<file path="config.mk">
export PLATFORM = sky130hd
export DESIGN_NAME = hdlc_rx_deframer
export DESIGN_NICKNAME = d
export VERILOG_FILES = /design/src/rtl/hdlc_pkg.sv /design/src/rtl/hdlc_rx_destuff.sv /design/src/rtl/hdlc_rx_deframer.sv
export SDC_FILE = /design/constraint.sdc
export NUM_CORES = 1
export LEC_CHECK = 0
export CORE_ASPECT_RATIO = 1.2
export CORE_UTILIZATION = 35
export CTS_CLUSTER_DIAMETER = 30
export DETAILED_ROUTE_END_ITERATION = 6
export PLACE_DENSITY = 0.53
export SYNTH_ARGS = -nofsm -noshare
export SYNTH_HDL_FRONTEND = slang
export SYNTH_SLANG_ARGS = --single-unit
</file>
<file path="constraint.sdc">
create_clock -name clk_i -period 1.9 [get_ports clk_i]
set_input_delay 0.57 -clock clk_i [delete_from_list [all_inputs] [get_ports clk_i]]
set_output_delay 0.57 -clock clk_i [all_outputs]
set_load 0.02 [all_outputs]
</file>
<file path="src/rtl/hdlc_pkg.sv">
// Shared HDLC receive definitions: deframer states, bit classes and the
// run-length thresholds derived from the flag pattern.
package hdlc_pkg;

  typedef enum logic [1:0] {
    HUNT,
    FLAG,
    DATA
  } state_e;

  typedef enum logic [2:0] {
    CLS_NONE,
    CLS_DATA,
    CLS_STUFF,
    CLS_FLAG,
    CLS_ABORT
  } bit_class_e;

  localparam logic [7:0] FLAG_BYTE  = 8'h7E;
  localparam logic [2:0] STUFF_ONES = 3'd5;
  localparam logic [2:0] ABORT_ONES = 3'd7;
  // A flag's closing zero follows exactly this many consecutive ones.
  localparam logic [2:0] FLAG_ONES  = 3'($countones(FLAG_BYTE));

endpackage

</file>
<file path="src/rtl/hdlc_rx_destuff.sv">
// Consecutive-ones tracker that classifies each sampled line bit as data,
// stuffed zero, flag, abort or nothing.
module hdlc_rx_destuff
  import hdlc_pkg::*;
(
  input  logic       clk_i,
  input  logic       rstn_i,
  input  logic       clr_i,
  input  logic       bit_en_i,
  input  logic       bit_i,
  output bit_class_e cls_o
);

  logic [2:0] ones_q, ones_d;

  // Classification looks at the run length before this bit is counted.
  always_comb begin
    ones_d = ones_q;
    cls_o  = CLS_NONE;
    if (bit_en_i) begin
      if (bit_i) begin
        ones_d = (ones_q == ABORT_ONES) ? ones_q : ones_q + 3'd1;
        if (ones_q < STUFF_ONES)
          cls_o = CLS_DATA;
        else if (ones_q == ABORT_ONES - 3'd1)
          cls_o = CLS_ABORT;
      end else begin
        ones_d = 3'd0;
        if (ones_q < STUFF_ONES)
          cls_o = CLS_DATA;
        else if (ones_q == STUFF_ONES)
          cls_o = CLS_STUFF;
        else if (ones_q == FLAG_ONES)
          cls_o = CLS_FLAG;
      end
    end
  end

  always_ff @(posedge clk_i or negedge rstn_i) begin
    if (!rstn_i)
      ones_q <= 3'd0;
    else if (clr_i)
      ones_q <= 3'd0;
    else
      ones_q <= ones_d;
  end

endmodule

</file>
<file path="src/rtl/hdlc_rx_deframer.sv">
// HDLC receive deframer: hunts for flags, assembles destuffed bits into
// bytes and reports frame end, alignment/length errors and aborts.
module hdlc_rx_deframer
  import hdlc_pkg::*;
#(
  parameter int MAX_FRAME_BYTES = 128
) (
  input  logic       clk_i,
  input  logic       rstn_i,
  input  logic       en_i,
  input  logic       rxen_i,
  input  logic       rx_i,
  output logic [7:0] rxd_o,
  output logic       rxd_valid_o,
  output logic       eof_o,
  output logic       frame_err_o,
  output logic       abort_o
);

  localparam int BW = $clog2(MAX_FRAME_BYTES + 1);
  localparam logic [BW-1:0] MAX_CNT = BW'(MAX_FRAME_BYTES);

  bit_class_e    cls;
  state_e        state_q;
  logic [7:0]    shift_q;
  logic [7:0]    byte_d;
  logic [2:0]    bit_cnt_q;
  logic [BW-1:0] byte_cnt_q;

  hdlc_rx_destuff u_destuff (
    .clk_i    (clk_i),
    .rstn_i   (rstn_i),
    .clr_i    (!en_i),
    .bit_en_i (en_i & rxen_i),
    .bit_i    (rx_i),
    .cls_o    (cls)
  );

  assign byte_d = {rx_i, shift_q[7:1]};

  always_ff @(posedge clk_i or negedge rstn_i) begin
    if (!rstn_i) begin
      state_q     <= HUNT;
      shift_q     <= 8'h00;
      bit_cnt_q   <= 3'd0;
      byte_cnt_q  <= '0;
      rxd_o       <= 8'h00;
      rxd_valid_o <= 1'b0;
      eof_o       <= 1'b0;
      frame_err_o <= 1'b0;
      abort_o     <= 1'b0;
    end else begin
      rxd_valid_o <= 1'b0;
      eof_o       <= 1'b0;
      frame_err_o <= 1'b0;
      abort_o     <= 1'b0;
      if (!en_i) begin
        state_q    <= HUNT;
        shift_q    <= 8'h00;
        bit_cnt_q  <= 3'd0;
        byte_cnt_q <= '0;
      end else begin
        case (cls)
          // A closing flag also opens the next frame, so always land in FLAG.
          CLS_FLAG: begin
            if (state_q == DATA) begin
              if (bit_cnt_q == 3'd6)
                eof_o <= 1'b1;
              else
                frame_err_o <= 1'b1;
            end
            state_q    <= FLAG;
            bit_cnt_q  <= 3'd0;
            byte_cnt_q <= '0;
          end
          CLS_ABORT: begin
            if (state_q == DATA)
              abort_o <= 1'b1;
            state_q <= HUNT;
          end
          CLS_DATA: begin
            if (state_q != HUNT) begin
              shift_q   <= byte_d;
              bit_cnt_q <= bit_cnt_q + 3'd1;
              if (bit_cnt_q == 3'd7) begin
                if (byte_cnt_q == MAX_CNT) begin
                  frame_err_o <= 1'b1;
                  state_q     <= HUNT;
                end else begin
                  rxd_o       <= byte_d;
                  rxd_valid_o <= 1'b1;
                  byte_cnt_q  <= byte_cnt_q + BW'(1);
                  state_q     <= DATA;
                end
              end
            end
          end
          default: ;
        endcase
      end
    end
  end

endmodule

</file>
* After elaboration in Yosys (flattened, before gate mapping)
Index checks and enable logic that the tools add are counted.
** Storage, ports and cells
- Register bits after elaboration :: 36
- Latch bits :: 0
- RAM bits :: 0
- Bits in read-only memories :: 0
- Input port bits :: 5
- Logic and storage cells :: 88
- Memories :: 0
** Cells by class
- Add/sub/neg operators :: 3
- Multipliers :: 0
- Div/mod/pow operators :: 0
- $lt $le $gt $ge :: 1
- Equal/unequal tests :: 19
- Shifts and indexed selects :: 0
- Multiplexer cells :: 46
- Bitwise gates (word level) :: 2
- Reductions and logical operators :: 7
** Operator list (count)
- 2-to-1 mux 8 bit :: 7
- 2-to-1 mux 3 bit :: 12
- equality test 3 bit (second input constant) :: 6
- 2-to-1 mux 1 bit :: 18
- case mux 8 bit (2 select lines) :: 1
- inequality test 3 bit (second input constant) :: 4
- 2-to-1 mux 2 bit :: 5
- adder 8 x 1 -> 8 bit (second input constant) :: 1
- equality test 8 bit (second input constant) :: 1
- adder 3 x 1 -> 3 bit (second input constant) :: 2
- inequality test 2 x 1 -> 1 bit (second input constant) :: 3
- case mux 2 bit (3 select lines) :: 1
- case mux 3 bit (2 select lines) :: 1
- AND reduction 2 bit :: 3
- AND reduction 5 bit :: 1
- inequality test 4 x 1 -> 1 bit (second input constant) :: 1
- AND reduction 4 bit :: 1
- equality test 3 x 1 -> 1 bit (second input constant) :: 1
- equality test 3 x 2 -> 1 bit (second input constant) :: 1
- less-than comparator 3 bit (second input constant) :: 1
- inequality test 3 x 1 -> 1 bit (second input constant) :: 1
- AND reduction 3 bit :: 1
- equality test 2 bit (second input constant) :: 1
- case mux 1 bit (2 select lines) :: 1
- other kinds (3) :: 3

* Logic depth before layout (Yosys ltp)
Gate-level depths: netlist of run 1.
- Depth in word-level cells :: 9
- Mapped depth :: 8
- Depth with buffers taken out :: 6

* Cells and area by module
Synthesis of run 1 repeated with hierarchy kept, for this count alone.
** Unflattened totals
- Cells, all modules :: 183
- Area, all modules :: 1876.8 sq um
** Modules (own cells, without submodules)
- hdlc_rx_deframer :: times used 1, cells an instance 156, area an instance 1627.8 sq um
- hdlc_rx_destuff :: times used 1, cells an instance 27, area an instance 249.0 sq um

* Worst setup path before layout of run 1
No wires, ideal clock.
- Path type :: register to register
- From :: register bit_cnt_q[0]
- To :: register rxd_o[0]
- Setup time :: 0.128 ns
- Arrival :: 1.825 ns
- Slack :: -0.052 ns
- Cell stages (with the launch flop) :: 8
- Buffers on the path :: 1
- Period minus slack after synthesis :: 1.952 ns
- Path through :: dfrtp_1 > ha_1 > ha_1 > o21a_1 > a21bo_2 > nor3_1 > buf_4 > mux2_1
** Between the ends
- Longest elaborated chain between the ends :: 2
** RTL lines
- start, declared :: RTL line hdlc_rx_deframer.sv:27 : logic [2:0] bit_cnt_q;
- start signal, assigned :: RTL line hdlc_rx_deframer.sv:84 : bit_cnt_q <= bit_cnt_q + 3'd1;
- equality test 3 bit :: RTL line hdlc_rx_deframer.sv:85 : if (bit_cnt_q == 3'd7) begin
- AND reduction 5 bit (no line)
- end signal, assigned :: RTL line hdlc_rx_deframer.sv:90 : rxd_o <= byte_d;
- end, declared :: RTL line hdlc_rx_deframer.sv:13 : output logic [7:0] rxd_o,
No other way between the ends.
A chain may end at the register's enable or synchronous reset.

* Worst setup path after layout of run 1
- From :: register bit_cnt_q[1]
- To :: register rxd_o[5]
The elaborated chain is that of the path after synthesis.

==> key figures, run 1 <==
STA
  • Setup-failing EPs final: 6
  • Skew final: 0.00326 ns
  • Min cycle time layout: 1.92 ns
  • Fmax: 0.522 GHz
  • Unrepaired setup endpoints after global routing: true
  • Fin. max-slew vios: 0
  • Worst relative slew slack: 67.9%
  • Slew @ Worst Pin: 0.479 ns
  • Final Hold Fails: 0
  • Worst setup margin: -0.0152 ns
  • Tcrit/Tclk final: 101%

Power
  • Peak supply drop: 0.000382 V
  • Leak pwr: 1.14 nW
  • Power per cell area: 537 mW/mm^2
  • Final Power: 0.00138 W

Routing
  • Drt first pass iters: 4
  • Wire length on met2: 2.28 mm
  • Metal3 WL: 102 um
  • ANT nets after route: 0
  • Initial drt markers: 97
  • DR DRC count: 0
  • Vias per inst: 5.23
  • WL final: 4.48 mm
  • Via count: 1547
  • Wl on met1: 2.02 mm
  • DR top layer: met4
  • DR WL/cell: 15.1 um

Yosys
  • Yosys reg bits: 35
  • Predominant post-synthesis flop cell: dfrtp_1
  • Mean post-synth cell area: 10.3 sq um
  • Post-synthesis instance area: 0.00189 sq mm
  • Cells after synthesis: 183
  • Synth Warn #: 0
  • Post-synth EDFFs: 0
  • Register area share after synthesis: 46.4%
  • Async SR Flop Fraction: 100%
  • Synth unique cells: 53
  • Net count after synthesis: 197

Die
  • IO Pins: 17
  • Starting Density: 37.4%
  • Core outline area: 0.00504 sq mm
  • Die area: 0.00569 sq mm
  • Number of core rows: 28
  • Die height: 82.4 um
  • Die Span X: 69.0 um

Placed design
  • Hpwl dp: 3.04 mm
  • Port Buf Inserts: 16
  • GPL Wtd Cong: 0.885

Cells and area
  • Share of layout cells above drive strength 1: 29.2%
  • Multi-input logic area: 0.00103 sq mm
  • Layout area overhead: 36.7%
  • Core Util, Final: 51.1%
  • Filler instances: 466
  • Seq. cell area: 877 sq um
  • Ant diodes: 0
  • Fin nets: 249

CTS
  • Sink Count: 35
  • Total CTS buffers: 5
  • Skew-Pair Late Insertion Delay: 0.28 ns
  • Clock Tree Root: clkbuf_8
  • CTS H-Tree Depth: 2
  • CTS clk-pin slew, worst paths: 0.07 ns
  • Hold_buf cts: 0
  • CTS tree: built
  • Max clock buf depth: 2

Job
  • Max Cap Viol: 0

Critical path
  • CP Max Fanout: 6
  • Setup CP Type: reg2reg
  • Crit end category: flop
  • Critical Path RT: 2.07 ns
  • CP Data Arrival Time: 2.09 ns
  • Startpoint types: flop

Hold path
  • Hold Crit Class: reg2reg

Global routing
  • Vias in the first global route: 1550
  • Largest net degree at the start of global routing: 36
  • All-Layer GR Usage: 16.7%
  • First-pass GRT wire length: 7.34 mm
  • GR Overflow Total: 0
  • Initial antenna violation count: 0

Status
  • Failing checks: setup timing
  • Status: complete, but fails checks
-- power breakdown --
part	switching, W	internal (W)
combinational	0.0000593	0.0000435
sequential	0.00000252	0.000747
clock	0.000276	0.000256
-- cells in the mapped netlist, types with 3 or more instances --
| cell type | n | share of area, % |
|---|---|---|
| mux2_1 | 7 | 4.2 |
| mux2i_1 | 7 | 3.7 |
| nand3_1 | 7 | 1.9 |
| inv_1 | 11 | 2.2 |
| nor3_1 | 4 | 1.1 |
| nand3b_1 | 3 | 1.2 |
| dfrtp_1 | 35 | 46 |
| a21oi_1 | 5 | 1.3 |
| nor2_1 | 7 | 1.4 |
| nand2_1 | 27 | 5.4 |
| a31oi_1 | 5 | 1.7 |
| nand4_1 | 4 | 1.3 |
| ha_1 | 9 | 6.0 |
| buf_2 | 3 | 0.80 |
-- cells in the final DEF, fill, tap and decap left out, types with 2 or more instances in the layout --
master / Yosys / layout
dlygate4sd2_1: 0 / 3
nor3_1: 4 / 3
clkdlybuf4s50_1: 0 / 13
clkbuf_8: 0 / 5
a32o_1: 2 / 2
a31oi_1: 5 / 5
ha_1: 9 / 7
a21oi_1: 5 / 5
and3_1: 2 / 2
buf_6: 1 / 5
nand3_2: 1 / 2
buf_12: 0 / 2
mux2_4: 0 / 8
o21a_1: 2 / 2
buf_2: 3 / 2
nand2b_1: 2 / 2
nand2_1: 27 / 27
buf_4: 1 / 28
nor3_4: 1 / 2
nand4_1: 4 / 4
nand3_1: 7 / 6
o22ai_1: 2 / 2
or4_1: 2 / 2
nor2_1: 7 / 6
inv_1: 11 / 11
o32ai_1: 2 / 2
nand3b_1: 3 / 3
mux2i_1: 7 / 7
dfrtp_1: 35 / 34
-- flip-flops by register name, indices dropped and copies added (netlist names) --
name / flops
byte_cnt_q: 8
rxd_o: 8
shift_q: 7
bit_cnt_q: 3
u_destuff.ones_q: 3
state_q: 2
abort_o: 1
eof_o: 1
frame_err_o: 1
rxd_valid_o: 1
-- final timing paths --
path                                       end  depth (start not counted)         start  slack (ns)
max                                   rxd_o[5]                          7  bit_cnt_q[1]       -0.02
min                                   rxd_o[4]                          1    shift_q[5]        0.51
max reg2reg                           rxd_o[5]                          7  bit_cnt_q[1]       -0.02
min reg2reg                           rxd_o[4]                          1    shift_q[5]        0.51
max in group asynchronous  u_destuff.ones_q[1]                          2        rstn_i        1.05
min in group asynchronous              abort_o                          2        rstn_i        0.63
-- kinds of logic after synthesis --
| logic type | count (synthesis) | synth area share, % |
|---|---|---|
| AND/OR/NAND/NOR | 72 | 20.8 |
| flip-flops | 35 | 46.4 |
| AO/OA/AOI/OAI | 32 | 13.1 |
| buffers and inverters | 19 | 4.58 |
| multiplexers | 16 | 9.09 |
| adder cells (fa/ha/maj) | 9 | 5.97 |
-- per-layer routing --
metal	track usage (%)	up-vias
met1	19.4	759
li1	-	764
met3	3.64	7
met4	7.96	0
met5	0	-
met2	29.7	17
-- cell type report --
cell class	count	area share, %
clock buffer	6	2.82
inverter	11	1.60
multi-input combinational	129	39.8
clock inverter	2	0.485
timing repair buffer	53	18.3
tap	60	2.91
sequential	35	34.0
-- critical path, cell delays in order (launching register included) --
cell     delay (ns)
dfrtp_1        0.36
ha_2           0.20
ha_4           0.13
o21a_1         0.14
a21bo_4        0.25
nor3_4         0.24
buf_6          0.18
mux2_4         0.31
-- stage by stage --
step / cells / area [sq um] / setup TNS (ns) / setup WS, ns / hold WS (ns)
floorplan: 183 / 1890 / 0 / 0.0192 / 0.274
global placement: 281 / 2340 / -9.60 / -0.366 / 0.471
detailed placement: 281 / 2340 / -9.86 / -0.393 / 0.481
CTS: 290 / 2460 / 0 / 0.00570 / 0.502
global route: 296 / 2580 / -1.12 / -0.0973 / 0.529
finish: 296 / 2580 / -0.0465 / -0.0152 / 0.509
-- timing repair --
item | CTS | global route
pin swaps | 2 | 5
endpoints found under the setup margin | 18 | 23
resized for setup | 12 | 18
endpoints found under the hold margin | 0 | 0
buffers inserted | 0 | 5
cloned | 1 | 1
Note: power is estimated with default switching activity, not from simulation.
==> run 2: changes to the inputs <==
--- a/config.mk
+++ b/config.mk
@@ -10,6 +10,7 @@
 export CTS_CLUSTER_DIAMETER = 30
 export DETAILED_ROUTE_END_ITERATION = 6
 export PLACE_DENSITY = 0.53
+export SLEW_MARGIN = 10
 export SYNTH_ARGS = -nofsm -noshare
 export SYNTH_HDL_FRONTEND = slang
 export SYNTH_SLANG_ARGS = --single-unit
==> results of run 2 <==
The final DEF is identical to that of run 1; final timing and power are the same.
